===== config.mk =====
export PLATFORM = sky130hd
export DESIGN_NAME = shift_bits_right_seq
export DESIGN_NICKNAME = d
export VERILOG_FILES = /design/src/rtl/shift_bits_right_seq.sv
export SDC_FILE = /design/constraint.sdc
export NUM_CORES = 1
export LEC_CHECK = 0
export CORE_ASPECT_RATIO = 0.75
export CORE_UTILIZATION = 40
export CTS_BUF_LIST = sky130_fd_sc_hd__clkbuf_4 sky130_fd_sc_hd__clkbuf_8
export DETAILED_ROUTE_END_ITERATION = 7
export PLACE_DENSITY = 0.65
export SYNTH_ARGS = -nofsm -noshare
export SYNTH_HDL_FRONTEND = slang
export SYNTH_SLANG_ARGS = --single-unit

===== constraint.sdc =====
create_clock -name clk -period 3.1 [get_ports clk]
set_input_delay 0.465 -clock clk [delete_from_list [all_inputs] [get_ports clk]]
set_output_delay 0.465 -clock clk [all_outputs]
set_load 0.02 [all_outputs]

===== src/rtl/shift_bits_right_seq.sv =====
// Sequential right-rotator: captures a word and a step count, rotates one bit
// per clock, then publishes the result with a single-cycle listo pulse.
module shift_bits_right_seq #(
    parameter int ANCHO = 5
) (
    input  logic             clk,
    input  logic             reset,
    input  logic             inicio,
    input  logic [ANCHO-1:0] entrada,
    input  logic [2:0]       cantidad,
    output logic [ANCHO-1:0] salida,
    output logic             ocupado,
    output logic             listo
);

    typedef enum logic [1:0] {
        REPOSO  = 2'd0,
        ROTANDO = 2'd1,
        FIN     = 2'd2
    } t_estado;

    t_estado          r_estado;
    logic [ANCHO-1:0] r_dato;
    logic [2:0]       r_cuenta;
    logic [ANCHO-1:0] r_salida;
    logic             r_ocupado;
    logic             r_listo;

    // Bit 0 wraps to the MSB; every other bit moves down one place.
    function automatic logic [ANCHO-1:0] f_rot_der(input logic [ANCHO-1:0] v);
        return {v[0], v[ANCHO-1:1]};
    endfunction

    // Control FSM, datapath and registered outputs in one clocked process.
    always_ff @(posedge clk or posedge reset) begin
        if (reset) begin
            r_estado  <= REPOSO;
            r_dato    <= {ANCHO{1'b0}};
            r_cuenta  <= 3'd0;
            r_salida  <= {ANCHO{1'b0}};
            r_ocupado <= 1'b0;
            r_listo   <= 1'b0;
        end else begin
            case (r_estado)
                REPOSO: begin
                    if (inicio) begin
                        r_dato    <= entrada;
                        r_cuenta  <= cantidad;
                        r_ocupado <= 1'b1;
                        r_listo   <= 1'b0;
                        r_estado  <= ROTANDO;
                    end else begin
                        r_listo   <= 1'b0;
                        r_estado  <= REPOSO;
                    end
                end
                ROTANDO: begin
                    // The count is used as-is; wrap-around falls out of the rotation.
                    if (r_cuenta != 3'd0) begin
                        r_dato   <= f_rot_der(r_dato);
                        r_cuenta <= r_cuenta - 3'd1;
                        r_estado <= ROTANDO;
                    end else begin
                        r_salida <= r_dato;
                        r_listo  <= 1'b1;
                        r_estado <= FIN;
                    end
                end
                FIN: begin
                    r_listo   <= 1'b0;
                    r_ocupado <= 1'b0;
                    r_estado  <= REPOSO;
                end
                default: begin
                    r_listo   <= 1'b0;
                    r_ocupado <= 1'b0;
                    r_estado  <= REPOSO;
                end
            endcase
        end
    end

    assign salida  = r_salida;
    assign ocupado = r_ocupado;
    assign listo   = r_listo;

endmodule


==> results.cfg <==
[status]
outcome = completed

[synthesis]
synthCells = 63
ys_warn_count = 0
synth_nets = 76
distinct_cell_type_count_of_the_synthesized_netlist = 20
synth.yosys.seq_area_share_pct = 51.1
netlist.area_leader.share_pct = 51.1
post_synth_instance_area_sq_um = 832
ff_latch_count_synth = 17
post_synth_main_area_contributors = sky130_fd_sc_hd__dfrtp_1 51%, sky130_fd_sc_hd__mux2_2 20%, sky130_fd_sc_hd__buf_6 4.1%
synthesized_area_divided_by_synthesized_cell_count_sq_um = 13.2
synth_top_cell_by_area = sky130_fd_sc_hd__dfrtp_1

[floorplanning]
core_ar_sq_um = 1840
fp.dieArea_sq_um = 2270
floorplan.initialDensity_pct = 45.3
die_width_um = 54.7
row_count = 13
ioPinCount = 18
chipHeight_um = 41.5

[placement]
gp_congestion = 0.799
postPlaceCellArea_sq_um = 996
place.port_buffers = 17
dp.final_hpwl_um = 1010
pre_cts_slack_ns = 1.02

[critical_path]
worstSetupStartpointType = register
required_ns = 3.27
end_kind = register
critical_path.max_fanout = 9
worstSetupPathType = reg -> reg
worst-endpoint-arrival_ns = 1.97
worst-r2r-setup-slack_ns = 1.30

[global_routing]
global_route_wire_length_before_repair_um = 2590
grt_pass1_vias = 559
grt_use_total_pct = 16.2
antenna_found_initial = 0
grt_start_max_net_pins = 18
grt_overflow_total = 0

[clocking]
cts_max_path_buffers = 2
count_of_clock_tree_sinks = 17
clkLatencyLatePin_ns = 0.28
cts-hold-fix-buffers = 0
clk_pin_slew_worst_paths_ns = 0.09
cts_made_buffers = 3
cts-root-buf = sky130_fd_sc_hd__clkbuf_4
post_cts_resized = 0
htree_levels = 1
post_cts.repair.setup_buffers = 0
tritoncts = built

[cells_and_area]
register_area_sq_um = 425
layout-drive-gt1-share_pct = 29.6
finish.net_count = 95
area_growth_from_synthesis_to_final_layout_pct = 23.3
fillerInstances = 163
finish.instance_area_sq_um = 1030
insertedDiodeCount = 0
multi_input_comb_area_sq_um = 358

[timing]
slew_at_the_pin_closest_to_its_max_slew_limit_ns = 0.644
maxSlewHeadroom_pct = 57.1
final.setup_skew_ns = 0.00153
timing.final.hold_violations = 0
setup_total_negative_slack_ns = 0
slew_violations = 0
setup-violations-final = 0
rsz0062_at_grt = no
maxClockFrequency_mhz = 554
final.min_clock_period_ns = 1.80
final_min_period_over_clock_period_pct = 58.2
timing.hold.ws_ns = 0.510
finalWorstSetupSlack_ns = 1.30

[detailed_routing]
final_routed_wire_length_divided_by_cell_count_um = 13.4
via_count = 513
detail_route.iter0.violations = 4
route.antenna.remaining_nets = 0
vias_per_cell = 4.98
firstDrtPassIters = 4
drc = 0
drt-total-wl_um = 1380

[pwr]
total_leakage_power_nw = 0.442
power.density_cell_area_nw_per_um2 = 1110
ir_worst_vdd_v = 0.000550
design_power_total_mw = 1.13

[worst_hold_path]
hold_class = reg -> reg

[job]
max_cap_viol = 0
## per-stage QoR
stage	instances	util [%]
6_report	103	55.8
5_1_grt	103	55.8
4_1_cts	103	55.8
3_5_place_dp	99	54.2
3_3_place_gp	99	54.2
2_1_floorplan	63	-
## final timing paths
check                      depth (start not counted)         from         to
hold / removal                                     1    salida[2]  salida[2]
setup reg to reg                                   5  r_cuenta[0]  r_dato[2]
min in group asynchronous                          2        reset      listo
setup / recovery                                   5  r_cuenta[0]  r_dato[2]
hold reg to reg                                    1    salida[2]  salida[2]
max in group asynchronous                          2        reset  r_dato[2]
## registers in the layout, summed over array words and instances (netlist names)
signal,flops
r_estado,2
r_dato,5
r_cuenta,3
listo,1
ocupado,1
salida,5
## critical path, cell delays in order, from the launching register on
cell	delay [ns]
sky130_fd_sc_hd__dfrtp_1	0.33
sky130_fd_sc_hd__inv_1	0.09
sky130_fd_sc_hd__ha_1	0.23
sky130_fd_sc_hd__nor2b_1	0.18
sky130_fd_sc_hd__a211oi_4	0.47
sky130_fd_sc_hd__mux2_2	0.39
## layer usage
layer | global-route usage [%] | part of all wire, % | up-vias
met5 | 0 | 0 | -
met4 | 3.08 | 0 | 0
met3 | 6.59 | 5.5 | 0
met2 | 21.4 | 42 | 11
met1 | 24.6 | 53 | 250
li1 | - | - | 252
## layout make-up
type	count	area share (%)
clock buffers	4	2.93
inverters	4	1.46
multi-input cells	39	34.9
flip-flops and latches	17	41.5
well taps	22	2.68
repair buffers	17	16.6
## synthesized netlist by cell type (all sizes together)
| master | n |
|---|---|
| a311oi | 1 |
| mux2 | 15 |
| nand2b | 2 |
| dfrtp | 17 |
| nor2b | 1 |
| nand2 | 1 |
| nor2 | 6 |
| a21oi | 3 |
| a31oi | 1 |
| mux2i | 2 |
| and3b | 1 |
| o22ai | 1 |
| inv | 4 |
| nor3b | 2 |
| a211oi | 1 |
| buf | 3 |
| ha | 2 |
## layout by cell type (no fill, tap or decap), types with 2 or more instances in the layout
master and count:
sky130_fd_sc_hd__clkbuf_4 4, sky130_fd_sc_hd__nor3b_1 2, sky130_fd_sc_hd__mux2i_1 2, sky130_fd_sc_hd__a21oi_1 3, sky130_fd_sc_hd__nor2_1 4, sky130_fd_sc_hd__mux2_2 15
sky130_fd_sc_hd__dfrtp_1 17, sky130_fd_sc_hd__clkdlybuf4s50_1 17, sky130_fd_sc_hd__ha_1 2, sky130_fd_sc_hd__inv_1 4
## power by group
part	switching [mW]	internal (mW)
clock network	0.0619	0.0587
registers	0.0891	0.337
logic	0.259	0.329
total	0.410	0.725
## kinds of logic after synthesis
| kind of cell | Yosys count | synth area share [%] |
|---|---|---|
| compound gates | 7 | 6.77 |
| simple gates | 13 | 10.5 |
| fa+ha+maj | 2 | 3.01 |
| buf+inv | 7 | 5.86 |
| flops | 17 | 51.1 |
| mux | 17 | 22.7 |
(Power assumes the default switching activity.)
